$ cat src/rtl/button_event_gen_if.sv
// Button event bundle: debounced levels in, per-channel event pulses and held level out.
// release/repeat are SystemVerilog keywords, hence the _pulse suffix on those two signals.
interface button_event_gen_if #(
  parameter int DATA_WIDTH = 1
);
  logic [DATA_WIDTH-1:0] din;
  logic [DATA_WIDTH-1:0] press;
  logic [DATA_WIDTH-1:0] release_pulse;
  logic [DATA_WIDTH-1:0] hold;
  logic [DATA_WIDTH-1:0] repeat_pulse;
  logic [DATA_WIDTH-1:0] held;

  modport master (
    output din,
    input  press, release_pulse, hold, repeat_pulse, held
  );

  modport slave (
    input  din,
    output press, release_pulse, hold, repeat_pulse, held
  );
endinterface

$ cat src/rtl/button_event_gen.sv
// Per-channel button event generator: press/release edges, long-press hold and auto-repeat.
// Every channel owns its own FSM, cycle counter and previous-level register.
module button_event_gen #(
  parameter int DATA_WIDTH    = 1,
  parameter int HOLD_CYCLES   = 50000000,
  parameter int REPEAT_CYCLES = 10000000,
  parameter int CNT_WIDTH     = 26
) (
  input  logic               clk,
  input  logic               resetn,
  button_event_gen_if.slave  bus
);

  localparam logic [1:0] ST_IDLE    = 2'd0;
  localparam logic [1:0] ST_PRESSED = 2'd1;
  localparam logic [1:0] ST_HELD    = 2'd2;

  // Counters run 0..N-1, so expiry is detected one count early to land exactly N cycles after entry.
  localparam logic [CNT_WIDTH-1:0] HOLD_LAST   = CNT_WIDTH'(HOLD_CYCLES - 1);
  localparam logic [CNT_WIDTH-1:0] REPEAT_LAST = CNT_WIDTH'(REPEAT_CYCLES - 1);

  for (genvar i = 0; i < DATA_WIDTH; i++) begin : g_ch
    logic                 din_i;
    logic [1:0]           state_q, state_d;
    logic [CNT_WIDTH-1:0] cnt_q, cnt_d;
    logic                 din_q;
    logic                 press_q, press_d;
    logic                 release_q, release_d;
    logic                 hold_q, hold_d;
    logic                 repeat_q, repeat_d;
    logic                 held_q, held_d;

    assign din_i = bus.din[i];

    // A falling din is checked before counter expiry so release wins a same-edge collision.
    always_comb begin
      state_d   = state_q;
      cnt_d     = '0;
      press_d   = 1'b0;
      release_d = 1'b0;
      hold_d    = 1'b0;
      repeat_d  = 1'b0;
      case (state_q)
        ST_IDLE: begin
          if (din_i && !din_q) begin
            state_d = ST_PRESSED;
            press_d = 1'b1;
          end
        end
        ST_PRESSED: begin
          if (!din_i) begin
            state_d   = ST_IDLE;
            release_d = 1'b1;
          end else if (cnt_q == HOLD_LAST) begin
            state_d = ST_HELD;
            hold_d  = 1'b1;
          end else begin
            cnt_d = cnt_q + CNT_WIDTH'(1);
          end
        end
        ST_HELD: begin
          if (!din_i) begin
            state_d   = ST_IDLE;
            release_d = 1'b1;
          end else if (cnt_q == REPEAT_LAST) begin
            repeat_d = 1'b1;
          end else begin
            cnt_d = cnt_q + CNT_WIDTH'(1);
          end
        end
        default: state_d = ST_IDLE;
      endcase
      held_d = (state_d == ST_HELD);
    end

    always_ff @(posedge clk or negedge resetn) begin
      if (!resetn) begin
        state_q   <= ST_IDLE;
        cnt_q     <= '0;
        din_q     <= 1'b0;
        press_q   <= 1'b0;
        release_q <= 1'b0;
        hold_q    <= 1'b0;
        repeat_q  <= 1'b0;
        held_q    <= 1'b0;
      end else begin
        state_q   <= state_d;
        cnt_q     <= cnt_d;
        din_q     <= din_i;
        press_q   <= press_d;
        release_q <= release_d;
        hold_q    <= hold_d;
        repeat_q  <= repeat_d;
        held_q    <= held_d;
      end
    end

    assign bus.press[i]         = press_q;
    assign bus.release_pulse[i] = release_q;
    assign bus.hold[i]          = hold_q;
    assign bus.repeat_pulse[i]  = repeat_q;
    assign bus.held[i]          = held_q;
  end

endmodule

$ cat src/flat_wrapper.sv
// flat-port wrapper written by rule: the top's interface ports become plain ports
module button_event_gen_flat 
#(
  parameter int DATA_WIDTH    = 1,
  parameter int HOLD_CYCLES   = 50000000,
  parameter int REPEAT_CYCLES = 10000000,
  parameter int CNT_WIDTH     = 26
)
  (clk, resetn, bus_din, bus_press, bus_release_pulse, bus_hold, bus_repeat_pulse, bus_held);
  button_event_gen_if #(.DATA_WIDTH(DATA_WIDTH)) bus_i ();
  input  logic clk;
  input  logic resetn;
  input wire logic [$bits(bus_i.din)-1:0] bus_din;
  output wire logic [$bits(bus_i.press)-1:0] bus_press;
  output wire logic [$bits(bus_i.release_pulse)-1:0] bus_release_pulse;
  output wire logic [$bits(bus_i.hold)-1:0] bus_hold;
  output wire logic [$bits(bus_i.repeat_pulse)-1:0] bus_repeat_pulse;
  output wire logic [$bits(bus_i.held)-1:0] bus_held;
  assign bus_i.din = bus_din;
  assign bus_press = bus_i.press;
  assign bus_release_pulse = bus_i.release_pulse;
  assign bus_hold = bus_i.hold;
  assign bus_repeat_pulse = bus_i.repeat_pulse;
  assign bus_held = bus_i.held;
  button_event_gen #(.DATA_WIDTH(DATA_WIDTH), .HOLD_CYCLES(HOLD_CYCLES), .REPEAT_CYCLES(REPEAT_CYCLES), .CNT_WIDTH(CNT_WIDTH)) u_core (.clk(clk), .resetn(resetn), .bus(bus_i));
endmodule
$ cat config.mk
export PLATFORM = sky130hd
export DESIGN_NAME = button_event_gen_flat
export DESIGN_NICKNAME = d
export VERILOG_FILES = /design/src/rtl/button_event_gen_if.sv /design/src/rtl/button_event_gen.sv /design/src/flat_wrapper.sv
export SDC_FILE = /design/constraint.sdc
export NUM_CORES = 1
export LEC_CHECK = 0
export ABC_AREA = 0
export CORE_UTILIZATION = 50
export CTS_CLUSTER_DIAMETER = 50
export DETAILED_ROUTE_END_ITERATION = 10
export PLACE_DENSITY = 0.68
export SYNTH_ARGS = -nofsm -noshare
export SYNTH_HDL_FRONTEND = slang
export SYNTH_SLANG_ARGS = --single-unit
$ cat constraint.sdc
create_clock -name clk -period 2.9 [get_ports clk]
set_input_delay 0.58 -clock clk [delete_from_list [all_inputs] [get_ports clk]]
set_output_delay 0.58 -clock clk [all_outputs]
set_load 0.005 [all_outputs]
## After elaboration in Yosys (flattened, before gate mapping)

Cells that the tools add are included.

| storage, ports and cells | value |
|---|---|
| register bits | 34 |
| bits in latches | 0 |
| RAM bits | 0 |
| bits in read-only memories | 0 |
| input port bits | 3 |
| output and inout bits | 5 |
| word-level logic and storage cells | 38 |
| memories kept | 0 |

| cells by class | value |
|---|---|
| add/subtract/negate cells | 1 |
| multiply operators | 0 |
| div/mod/pow operators | 0 |
| $lt $le $gt $ge | 0 |
| eq/ne operators | 5 |
| shift-type cells | 0 |
| muxes and demuxes | 20 |
| bitwise gates (word level) | 0 |
| reductions and logical operators | 4 |

Operator list:

| operator | count |
|---|---|
| 26-bit 2-to-1 mux | 4 |
| 26-bit case mux with 2 select lines | 1 |
| 26-bit by 1-bit adder with 26-bit output, second input constant | 1 |
| 26-bit by 24-bit equality test with 1-bit output, second input constant | 1 |
| 26-bit equality test, second input constant | 1 |
| 1-bit 2-to-1 mux | 10 |
| 2-bit 2-to-1 mux | 4 |
| 2-bit case mux with 3 select lines | 1 |
| 2-bit equality test, second input constant | 2 |
| 2-bit by 1-bit equality test with 1-bit output, second input constant | 1 |
| 2-bit logical NOT | 1 |
| 2-bit OR reduction | 1 |
| 1-bit logical AND | 1 |
| 1-bit logical NOT | 1 |

## Longest topological paths before layout

Gate-level depths: netlist of the first run.

| logic depth | value |
|---|---|
| depth after elaboration | 5 |
| mapped depth | 8 |
| depth with buffers taken out | 6 |

## Worst setup path before layout of the first run

Ideal clock, no wire load.

| path | value |
|---|---|
| path type | register to register |
| from | register u_core.g_ch[0].cnt_q[0] |
| to | register u_core.g_ch[0].cnt_q[18] |
| arrival | 1.785 ns |
| required time | 2.764 ns |
| setup slack | 0.979 ns |
| cell stages (with the launch flop) | 9 |
| clock period less this slack | 1.921 ns |
| cell sequence | dfrtp_1 ha_1 and3_1 clkbuf_1 and4_1 a31o_2 clkbuf_1 buf_2 a22oi_1 |

| between the ends | value |
|---|---|
| longest elaborated chain between the ends | 4 |
| elaborated cells between the ends (all ways) | 8 |
| classes of those cells | 1 x add/sub; 2 x eq/ne; 5 x mux |

Ends and longest elaborated chain:

| element | RTL line | text |
|---|---|---|
| start, declared | button_event_gen.sv:25 | `logic [CNT_WIDTH-1:0] cnt_q, cnt_d;` |
| start signal, assigned | button_event_gen.sv:88 | `cnt_q <= cnt_d;` |
| 26-bit by 1-bit adder with 26-bit output (tied with other cells) | button_event_gen.sv:58, button_event_gen.sv:68 |  |
| 26-bit 2-to-1 mux, on equally long branches | button_event_gen.sv:65, button_event_gen.sv:54 |  |
| 26-bit 2-to-1 mux, on equally long branches | button_event_gen.sv:62, button_event_gen.sv:51 |  |
| 26-bit case mux with 2 select lines (*) | button_event_gen.sv:43 | `case (state_q)` |
| via u_core.g_ch[0].cnt_d[18] | button_event_gen.sv:25 |  |

The timed path passes the listed nets; every way through them passes the cells marked *.

## Final worst setup path of the first run

| path | value |
|---|---|
| from | register u_core.g_ch[0].cnt_q[0] |
| to | register u_core.g_ch[0].cnt_q[16] |

Same word-level chain as after synthesis.

==> impl.org, run 1 <==
** Outcome
- Status :: complete, no violations

** STA
- Setup violations remaining at the end of the flow were counted as 0.
- At the pin with the least slew margin, the transition time is 523.5 ps.
- Hold timing on the final database bottoms out at a slack of 516.9 ps.
- Hold violation total from the final report :: 0
- Setup repair after global routing left no endpoint under its margin.
- Final period utilization :: 73.57%
- Static timing analysis puts the maximum clock frequency at 468.7 MHz.
- Setup total negative slack on the finished layout was measured at 0 ps.
- Worst max-slew margin expressed relative to the limit :: 65.10%
- Subtracting the final worst setup slack from the clock period gives 2133 ps.
- Worst setup skew after layout :: 4.551 ps
- Final Max Tran Viols :: 0

** Logic synthesis
- Post-synthesis cell type with the largest combined area :: sky130_fd_sc_hd__dfrtp_1
- Seq/Total Area, Yosys :: 46.20%
- Each instance of the synthesized netlist takes up on average 10.01 um2.
- Synthesized instance count :: 184
- By count the netlist is led by 34 x sky130_fd_sc_hd__dfrtp_1, 16 x sky130_fd_sc_hd__a21oi_1, 11 x sky130_fd_sc_hd__nand4_1.
- Mapped Area :: 1842 um2
- Yosys printed 0 warnings.
- Most frequently used cell type in the post-synthesis netlist :: sky130_fd_sc_hd__dfrtp_1
- Yosys attributes the largest share of cell area to sky130_fd_sc_hd__dfrtp_1 46%, sky130_fd_sc_hd__a21oi_1 4.3%, sky130_fd_sc_hd__a22oi_1 4.1%, sky130_fd_sc_hd__xnor2_1 3.8%, sky130_fd_sc_hd__nand4_1 3.7%.
- For this run, the leading register cell type out of synthesis is sky130_fd_sc_hd__dfrtp_1.
- Post-synthesis cell type count :: 37
- The synthesized design contains 34 register bits.
- Syn Nets :: 192
- After synthesis, the largest area contributor takes up 46.20% of total cell area.
- EDFF count, synth :: 0
- Of all flip-flops after synthesis, the portion carrying an async set or reset was 100.0%.

** Placed design
- Detailed placement HPWL :: 2543 um
- Port buffering added 7 buffers.
- Routability-driven placement congestion ratio :: 0.9257

** Critical path
- Walking the worst path, the cells encountered are ha_1 > and3_1 > and4_1 > a31o_2 > o2bb2a_1.
- Arrival time worst endpoint :: 2300 ps
- Count of buffering cells on the critical path with inverters included :: 0
- CP Class :: register to register
- Of all nets on the critical path, the largest fanout is 26.
- Worst Setup Start Kind :: register
- CP peak stage delay :: 510 ps
- Category of the worst setup path capture point :: register
- On the critical path, the stage with the largest delay is an instance of sky130_fd_sc_hd__a31o_2.
- The kind of cell with the highest combined delay along the critical path is compound AO/OA/AOI/OAI gates.
- STA puts the critical path data required time at 3060 ps.
- In this run the register-to-register setup slack is 770 ps.

** Layout
- Area grow syn2layout :: 10.26%
- Register Area :: 850.8 um2
- The number of antenna diodes in the final layout is 0.
- Area of the multi-input gates :: 923.4 um2
- At the end of the flow, the number of nets in the layout was 198.
- Fillcell total :: 275
- The post-route netlist has 9.424% of its cells at a drive strength greater than 1.

** Drt
- The first detailed-routing pass ran for 4 iterations.
- Vias :: 1507
- Number of DRC markers in iteration 0 :: 88
- Once detail routing completed, the nets flagged for antenna violations numbered 0.
- Dividing the detail-routed wire length by the instance count gives 15.64 um.
- After detailed routing, the number of remaining DRC violations is 0.
- Detailed-route vias per instance :: 6.359
- Wire length reported by the detailed router :: 3706 um

** Clocking
- CTS Root Cell :: sky130_fd_sc_hd__clkbuf_8
- In this run, CTS created clock tree buffers numbering 5.
- Setup Buffers After CTS :: 0
- Clock Latency Late Sink :: 280 ps
- Total of hold buffers inserted after clock tree synthesis :: 0
- Once the clock tree was built, the resizer swapped 0 gates to a different size.
- For this design, the sink count on the clock tree is 34.
- Clock tree from TritonCTS :: built
- The clock passes through at most 2 buffers.
- After clock tree synthesis, the clock-pin slew on the worst setup and hold paths is 70 ps.
- Max H-tree Level :: 2

** Floorplanning
- Total die area :: 3930 um2
- Chip height :: 62.69 um
- Std-Cell Rows :: 21
- 8 I/O pins were placed.
- Floorplan core area :: 3442 um2
- Initial Utilization :: 53.51%
- Overall die width :: 62.69 um

** Global route
- Number of antenna violations at the first check in global routing :: 0
- Largest net degree at the start of global routing :: 35
- Vias in the first global route :: 1363
- Summed over all layers, the global routing overflow is 0.
- For this run, the total global-route usage over all layers was measured as 21.30%.
- The first global-routing pass estimated 6417 um of wire.

** Power
- Cell area power density :: 481.5 nW/um2
- The worst-case IR drop observed on VDD is 0.2612 mV.
- Overall power :: 0.9778 mW
- LEAKAGE :: 0.7331 nW

** Run
- Max-cap violations in this run came to 0.

** Worst hold path
- In this run the worst hold path is classified as register to register.
## worst register-to-register path, stage by stage, from the launching register on
cell and delay [ps]:
sky130_fd_sc_hd__dfrtp_1 400, sky130_fd_sc_hd__ha_1 250, sky130_fd_sc_hd__and3_1 280, sky130_fd_sc_hd__and4_1 280, sky130_fd_sc_hd__a31o_2 510, sky130_fd_sc_hd__o2bb2a_1 300
## metal layers
| metal | track usage (%) | part of all wire [%] | vias up |
|---|---|---|---|
| met5 | 0 | 0 | - |
| met4 | 8.140 | 1.5 | 0 |
| met3 | 6.752 | 5.4 | 5 |
| met2 | 32.61 | 48 | 48 |
| met1 | 28.14 | 45 | 746 |
| li1 | - | - | 708 |
## sequential cells by signal, indices dropped and copies added (netlist names)
signal,cells
u_core.bus.release_pulse,1
u_core.g_ch.cnt_q,26
u_core.bus.held,1
u_core.g_ch.din_q,1
u_core.bus.press,1
u_core.bus.repeat_pulse,1
u_core.g_ch.state_q,2
u_core.bus.hold,1
## area by class of cell
type                    instances  area share (%)
clock buffers                   7           4.251
flip-flops and latches         34           41.90
clock inverters                 1          0.2465
repair buffers                  9           4.190
inverters                       6           1.109
well taps                      46           2.834
multi-input cells             134           45.47
## path summary, 6_finish.rpt
kind                                         startpoint                  endpoint  depth (start not counted)
min in group asynchronous                        resetn  u_core.g_ch[0].cnt_q[22]                          2
worst max-delay path            u_core.g_ch[0].cnt_q[0]  u_core.g_ch[0].cnt_q[16]                          5
max in group asynchronous                        resetn  u_core.g_ch[0].cnt_q[15]                          2
worst max register to register  u_core.g_ch[0].cnt_q[0]  u_core.g_ch[0].cnt_q[16]                          5
worst min-delay path            u_core.g_ch[0].cnt_q[0]   u_core.g_ch[0].cnt_q[0]                          1
worst min register to register  u_core.g_ch[0].cnt_q[0]   u_core.g_ch[0].cnt_q[0]                          1
## metrics by stage
stage	setup slack (ps)	std cells	utilization (%)	cell area, um2
finish	766.5	237	59.00	2031
global route	600.0	237	59.00	2031
CTS	787.9	237	59.00	2031
detailed placement	786.4	229	56.34	1939
global placement	830.4	229	56.34	1939
floorplan	979.0	184	-	1842
## power breakdown
group / switching (mW) / internal [mW]
clock network: 0.164 / 0.191
logic: 0.0705 / 0.0486
registers: 0.0136 / 0.490
## kinds of logic (layout without fill, tap and decap cells)
family                   after synthesis  in the layout  synth area share, %
AND/OR/NAND/NOR                       71             71                24.32
buffers and inverters                 16             23                4.008
XOR/XNOR                              14             14                6.658
adder cells (fa/ha/maj)                5              5                3.397
AO/OA/AOI/OAI                         44             44                15.42
flip-flops                            34             34                46.20
## cells in the final DEF, fill, tap and decap left out, types with 2 or more instances in the layout
master	instances
sky130_fd_sc_hd__nand4_1	11
sky130_fd_sc_hd__xnor2_1	8
sky130_fd_sc_hd__nor2_1	4
sky130_fd_sc_hd__nand3_2	2
sky130_fd_sc_hd__ha_1	5
sky130_fd_sc_hd__and3_1	2
sky130_fd_sc_hd__and4_1	2
sky130_fd_sc_hd__clkdlybuf4s50_1	7
sky130_fd_sc_hd__o31ai_1	6
sky130_fd_sc_hd__dfrtp_1	34
sky130_fd_sc_hd__a22oi_1	10
sky130_fd_sc_hd__nor3_1	2
sky130_fd_sc_hd__a21boi_0	2
sky130_fd_sc_hd__nor4bb_1	3
sky130_fd_sc_hd__or2_2	3
sky130_fd_sc_hd__or4_1	8
sky130_fd_sc_hd__nand2_1	8
sky130_fd_sc_hd__or3_1	4
sky130_fd_sc_hd__inv_1	6
sky130_fd_sc_hd__nor2b_1	2
sky130_fd_sc_hd__o21ai_0	5
sky130_fd_sc_hd__buf_4	2
sky130_fd_sc_hd__clkbuf_8	6
sky130_fd_sc_hd__a21oi_1	16
sky130_fd_sc_hd__nand3_1	8
sky130_fd_sc_hd__xor2_1	6
sky130_fd_sc_hd__nor4_1	7
No activity file was read; power rests on OpenSTA's default activity.
==> inputs of run 2 (changes only) <==
==> constraint.sdc (replaced) <==
create_clock -name clk -period 2.2 [get_ports clk]
set_input_delay 0.44 -clock clk [delete_from_list [all_inputs] [get_ports clk]]
set_output_delay 0.44 -clock clk [all_outputs]
set_load 0.005 [all_outputs]
==> impl.org, run 2 (same netlist as run 1, synthesis figures left out) <==
** Floorplanning
- Std-Cell Rows :: 21
- The die is 62.69 um tall.
- The floorplan step defined a die boundary enclosing 3930 um2.
- I/O pins :: 8
- Overall die width :: 62.69 um
- Floorplan core area :: 3442 um2
- Initial Utilization :: 53.51%

** Critical path
- Across all register-to-register paths, the minimum setup slack is 150 ps.
- Data on the critical path is required at its endpoint by 2400 ps.
- The worst setup path is captured at a register.
- Maximum fanout encountered on the critical timing path :: 12
- At the worst endpoint, the arrival time is 2250 ps.
- The worst setup path is launched from a register.
- CP Class :: register to register

** Power
- Switching share of power :: 25.81%
- Per report_power, the clock group accounts for 36.0% of the total.
- Combinational logic is responsible for 13.1% of the overall power.
- LEAKAGE :: 0.7572 nW
- Part of the power in registers :: 50.9%
- VDD IR max :: 0.3741 mV
- For this design the ratio of total power to cell area is 628.9 nW/um2.
- Switching power summed over all nets :: 0.3367 mW
- P_int :: 0.9680 mW

** Layout
- In the final layout, the multi-input gates occupy 932.1 um2.
- Leaving out fill and tap cells, the most frequent cells in the layout are 34 x sky130_fd_sc_hd__dfrtp_1, 16 x sky130_fd_sc_hd__a21oi_1, 11 x sky130_fd_sc_hd__nand4_1.
- Layout Nets :: 201
- Fillcell total :: 303
- Reg with most FFs :: u_core.g_ch.cnt_q
- In the final layout, the registers with the most flip-flops are u_core.g_ch.cnt_q (26), u_core.g_ch.state_q (2).
- Antenna Diode Count :: 0
- Area grow syn2layout :: 12.64%
- The register with the most flip-flops in the layout has 26 of them.
- Summing all flip-flop and latch instances after layout gives 850.8 um2.
- Total non-filler cell area in the finished layout :: 2074 um2
- Cells with a size suffix above 1 make up 10.82% of the layout.
- The library cell used most frequently in the layout, excluding fill and tap cells, is sky130_fd_sc_hd__dfrtp_1.

** Clocking
- The tree built by TritonCTS fans out to 34 sinks.
- TritonCTS built the clock tree.
- After clock tree synthesis, the clock-pin slew on the worst setup and hold paths is 70 ps.
- The number of clock buffers added by TritonCTS is 5.
- Maximum count of clock buffers along a single path :: 2
- At the later pin of the worst-skew pair, clock insertion delay measures 290 ps.
- The tree is rooted in a sky130_fd_sc_hd__clkbuf_8.
- In this run the number of H-tree levels came out at 2.

** Drt
- Wire length reported by the detailed router :: 4039 um
- Count of antenna-violating nets left after detailed routing :: 0
- Vias :: 1520
- Detailed-route vias per instance :: 6.333
- Number of DRC markers in iteration 0 :: 109
- The first detailed-routing pass ran for 4 iterations.
- After detailed routing, the average wire length per cell comes to 16.83 um.
- For this run, design rule violations remaining after detail routing come to 0.

** Global route
- The total overflow left after global routing is 0.
- Global-route wire length before repair :: 7176 um
- All-layer global routing usage :: 23.70%
- The number of antenna violations at the first check in global routing came to 0.
- The number of global-route vias before repair was 1511.
- Entering global routing, the biggest net connects 35 pins.

** STA
- Post-Route Setup TNS :: 0 ps
- Clock period minus worst slack :: 2052 ps
- At the pin with the least slew margin, the transition time is 415.3 ps.
- Setup repair after global routing left no endpoint under its margin.
- Final period utilization :: 93.25%
- For this run, the top clock speed supported by timing is 487.4 MHz.
- Hold violation total from the final report :: 0
- Worst setup skew after layout :: 6.380 ps
- Worst max-slew margin expressed relative to the limit :: 72.32%
- The number of max-slew violations in the final report came to 0.
- Setup violations remaining at the end of the flow were counted as 0.

** Run
- Across the run, the number of max-cap violations was 0.

** Placed design
- At the end of routability-driven placement, the weighted congestion stood at 0.9401.
- Once placement finished, the instance area stood at 1974 um2.
- Detailed placement HPWL :: 2768 um
- During placement, the flow inserted port buffers numbering 7.

** Worst hold path
- Path type of the worst min-delay path :: register to register

** Outcome
- The flow ran to the end, and the final reports show no timing, DRC or antenna violations.
[run 2: cell types whose count changed in the layout (fill, tap and decap cells not counted)]
cell / before / now
sky130_fd_sc_hd__buf_4: 2 / 4
sky130_fd_sc_hd__a31o_4: 0 / 1
sky130_fd_sc_hd__a31o_2: 1 / 0
sky130_fd_sc_hd__buf_12: 0 / 1
[run 2: per-stage QoR]
stage	setup WS, ps	total power [mW]	cells	hold slack [ps]	util, %
finish	148.5	1.305	240	485.6	60.27
global placement	234.4	0.8308	232	463.0	57.36
detailed placement	144.7	0.8402	232	478.1	57.36
global route	37.24	1.363	240	509.2	60.27
CTS	144.8	1.307	240	487.6	60.01
floorplan	279.0	0.7739	184	144.4	-
[run 2: final cells by class]
class                      instances  share of cell area, %
tap                               46                  2.774
clock inverter                     1                 0.2413
inverter                           6                  1.086
multi-input combinational        134                  44.93
timing repair buffer              12                  5.790
sequential                        34                  41.01
clock buffer                       7                  4.162
[run 2: layer usage]
metal  global-route usage [%]  wire length (um)  vias to the layer above
met5                        0                 0                        -
li1                         -                 -                      715
met4                    9.884                68                        0
met1                    29.98              1790                      767
met2                    38.72              2027                       32
met3                    5.657               152                        6
[run 2: worst paths after layout]
kind	from	end	cells past startpoint
max in group asynchronous	resetn	u_core.g_ch[0].state_q[1]	2
worst min register to register	u_core.g_ch[0].cnt_q[0]	u_core.g_ch[0].cnt_q[0]	1
worst max register to register	u_core.g_ch[0].cnt_q[10]	u_core.g_ch[0].cnt_q[21]	4
min in group asynchronous	resetn	u_core.g_ch[0].cnt_q[18]	2
worst max-delay path	u_core.g_ch[0].cnt_q[10]	u_core.g_ch[0].cnt_q[21]	4
worst min-delay path	u_core.g_ch[0].cnt_q[0]	u_core.g_ch[0].cnt_q[0]	1
[run 2: what timing repair did]
| item | 4_1_cts | 5_1_grt |
|---|---|---|
| hold buffers | 0 | 0 |
| endpoints found under the setup margin | 0 | 1 |
| setup buffers | 0 | 0 |
| gates resized for setup | 0 | 1 |
[run 2: worst max-delay path, stage by stage (launching register included)]
cell,delay (ps)
sky130_fd_sc_hd__dfrtp_1,490
sky130_fd_sc_hd__nand3_2,180
sky130_fd_sc_hd__or4_4,590
sky130_fd_sc_hd__or4_1,520
sky130_fd_sc_hd__a22oi_1,180
[run 2: power by group through the flow]
stage          registers [mW]  logic [mW]  clock network (mW)
2_1_floorplan           0.671       0.103                   0
3_3_place_gp            0.673       0.158                   0
3_5_place_dp            0.673       0.167                   0
4_1_cts                 0.662       0.166               0.479
5_1_grt                 0.665       0.186               0.512
6_report                0.664       0.170               0.470
==> inputs of run 3 (changes only) <==
--- a/config.mk
+++ b/config.mk
@@ -9,6 +9,7 @@
 export CORE_UTILIZATION = 50
 export CTS_CLUSTER_DIAMETER = 50
 export DETAILED_ROUTE_END_ITERATION = 10
+export GPL_TIMING_DRIVEN = 0
 export PLACE_DENSITY = 0.68
 export SYNTH_ARGS = -nofsm -noshare
 export SYNTH_HDL_FRONTEND = slang
==> impl.org, run 3 (same netlist as run 1, synthesis figures left out) <==
** Layout
- The top cell types in the final layout, fill and taps aside, are 34 x sky130_fd_sc_hd__dfrtp_1, 16 x sky130_fd_sc_hd__a21oi_1, 11 x sky130_fd_sc_hd__nand4_1.
- Cells with a size suffix above 1 make up 13.43% of the layout.
- Number of flip-flops in the largest register :: 26
- In the final design database the tool counted 208 nets.
- Area grow syn2layout :: 15.49%
- Most common cell after layout, fill and taps aside :: sky130_fd_sc_hd__dfrtp_1
- Largest registers in the final layout :: u_core.g_ch.cnt_q (26), u_core.g_ch.state_q (2)
- Reg with most FFs :: u_core.g_ch.cnt_q
- Once layout is complete, the cells apart from fillers number 247.
- Antenna Diode Count :: 0

** Floorplanning
- Chip height :: 62.69 um
- I/O pins :: 8
- Initial Utilization :: 53.51%
- The floorplan step set the die width to 62.69 um.
- The total area inside the core boundary comes to 3442 um2.
- The floorplan has 21 rows.
- The die covers 3930 um2.

** Power
- For this design the static power due to leakage is 0.7790 nW.
- The completed layout was analyzed and its total power is 1.375 mW.
- Across the VDD grid, the largest voltage drop is 0.3618 mV.
- Power spread over the standard cell area amounts to 646.4 nW/um2.

** STA
- Worst slew pin tran :: 757.5 ps
- In the finished design, the share of the clock period the worst path needs comes to 95.36%.
- Clock period minus worst slack :: 2098 ps
- Worst max-slew margin expressed relative to the limit :: 49.50%
- The count of final hold-check violations was 0.
- Clock skew on the completed layout was measured at 4.692 ps.
- Finish-stage setup viols :: 0
- Hold_ws :: 207.0 ps
- Highest clock rate :: 476.7 MHz
- Setup WS post-layout :: 102.1 ps
- The number of max-slew violations in the final report is 0.

** Critical path
- R2r setup slk :: 100 ps
- The worst register-to-register path begins at u_core.g_ch[0].cnt_q[0].
- Together, buffers and inverters on the worst path number 2.
- CP peak stage delay :: 390 ps
- Counting cells, the worst reg-to-reg path comes to 7.
- Data on the critical path is required at its endpoint by 2360 ps.
- Along the worst path, the maximum fanout reaches 10.
- The critical path goes through ha_1 > and3_1 > clkbuf_1 > nand4_1 > o2111ai_4 > clkbuf_4 > a21oi_1.
- Arrival time worst endpoint :: 2260 ps
- STA classifies the critical path startpoint as a register.
- The worst setup path is of the register to register kind.
- Slowest cell on crit path :: sky130_fd_sc_hd__dfrtp_1
- Cell family with most CP delay :: buffers and inverters
- The endpoint identified for the worst register-to-register timing path is u_core.g_ch[0].cnt_q[9].
- STA classifies the critical path endpoint as a register.

** Drt
- Vias :: 1546
- In the routed layout, each cell is associated on average with a via count of 6.259.
- The pre-antenna-repair detailed-routing pass consisted of 4 iterations.
- In the final routed layout, each cell accounts on average for 16.89 um.
- Number of DRC markers in iteration 0 :: 143
- Count of antenna-violating nets left after detailed routing :: 0
- For this run, design rule violations remaining after detail routing come to 0.
- Wire length reported by the detailed router :: 4171 um

** Placed design
- Post-place setup slack :: -324.0 ps
- Number of buffer cells added on primary ports :: 7
- Number of placed instances with taps included :: 237
- Detailed placement ended at an HPWL of 2897 um.
- Routability-driven placement congestion ratio :: 0.8648

** Clocking
- At the later pin of the worst-skew pair, clock insertion delay measures 290 ps.
- Clock tree from TritonCTS :: built
- In this run the clock root is driven by a sky130_fd_sc_hd__clkbuf_8.
- The H-tree was split into 2 levels.
- Clk slew on worst S/H paths :: 70 ps
- Num CTS Buffers :: 5
- Clock sinks :: 34
- In this run, post-CTS hold repair placed 0 buffers.
- Maximum count of clock buffers along a single path :: 2

** Run
- Number of max-cap violations :: 0

** Outcome
- The flow ran to the end, and the final reports show no timing, DRC or antenna violations.

** Worst hold path
- The tightest min-delay check is of the input port to async pin type.

** Global route
- The number of global-route vias before repair was 1548.
- Largest net degree at the start of global routing :: 35
- Number of antenna violations at the first check in global routing :: 0
- Remaining global-route overflow :: 0
- Across every metal layer, demand over resource in global routing totals 24.38%.
- The first global-routing pass estimated 7369 um of wire.
## run 3: changes by cell type in the layout (fill, tap and decap cells not counted), sizes merged
cell / change
clkbuf: +6
buf: +3
clkdlybuf4s50: -1
clkinv: -1
## run 3: layer usage
| layer | track usage [%] | routed length (um) | up-vias | part of all wire [%] |
|---|---|---|---|---|
| met4 | 8.721 | 54 | 0 | 1.3 |
| met1 | 30.93 | 1777 | 772 | 43 |
| li1 | - | - | 733 | - |
| met3 | 4.927 | 201 | 5 | 4.8 |
| met2 | 41.03 | 2137 | 36 | 51 |
| met5 | 0 | 0 | - | 0 |
## run 3: worst reg2reg max path, stage by stage (launching register included)
cell                        delay (ps)
sky130_fd_sc_hd__dfrtp_1           390
sky130_fd_sc_hd__ha_1              240
sky130_fd_sc_hd__and3_1            170
sky130_fd_sc_hd__clkbuf_1          220
sky130_fd_sc_hd__nand4_1           230
sky130_fd_sc_hd__o2111ai_4         350
sky130_fd_sc_hd__clkbuf_4          280
sky130_fd_sc_hd__a21oi_1           100
## run 3: worst max-delay path by stage
stage / start / endpoint / slack (ps) / cells after the start
global placement: u_core.g_ch[0].cnt_q[0] / u_core.g_ch[0].cnt_q[21] / -300 / 7
finish: u_core.g_ch[0].cnt_q[0] / u_core.g_ch[0].cnt_q[9] / 100 / 7
global route: u_core.g_ch[0].cnt_q[0] / u_core.g_ch[0].cnt_q[9] / -10 / 7
floorplan: u_core.g_ch[0].cnt_q[0] / u_core.g_ch[0].cnt_q[18] / 280 / 8
detailed placement: u_core.g_ch[0].cnt_q[0] / u_core.g_ch[0].cnt_q[18] / -320 / 7
CTS: u_core.g_ch[0].cnt_q[0] / u_core.g_ch[0].cnt_q[19] / 5 / 7
## run 3: layout make-up
| type | count | area [um2] |
|---|---|---|
| multi-input combinational | 134 | 943.4 |
| fill | 294 | 1315 |
| buffer | 9 | 55.05 |
| clock buffer | 8 | 110.1 |
| timing repair buffer | 10 | 87.58 |
| inverter | 6 | 22.52 |
| sequential | 34 | 850.8 |
| tap | 46 | 57.56 |
## run 3: stage by stage
stage | cell area [um2] | util [%] | TNS [ps]
floorplan | 1842 | - | 0
detailed placement | 1964 | 57.07 | -6378
global route | 2127 | 61.80 | -14.82
finish | 2127 | 61.80 | 0
CTS | 2088 | 60.67 | 0
global placement | 1969 | 57.22 | -5848
## run 3: what timing repair did
| item | in CTS | in global routing |
|---|---|---|
| endpoints found under the setup margin | 26 | 20 |
| resized for setup | 2 | 5 |
| buffers inserted | 0 | 3 |
| endpoints found under the hold margin | 0 | 0 |
| pin swaps | 0 | 2 |
## run 3: power breakdown
group	internal (mW)	total [mW]	switching [mW]
clock	0.316	0.534	0.218
combinational	0.0715	0.179	0.108
sequential	0.646	0.662	0.0158
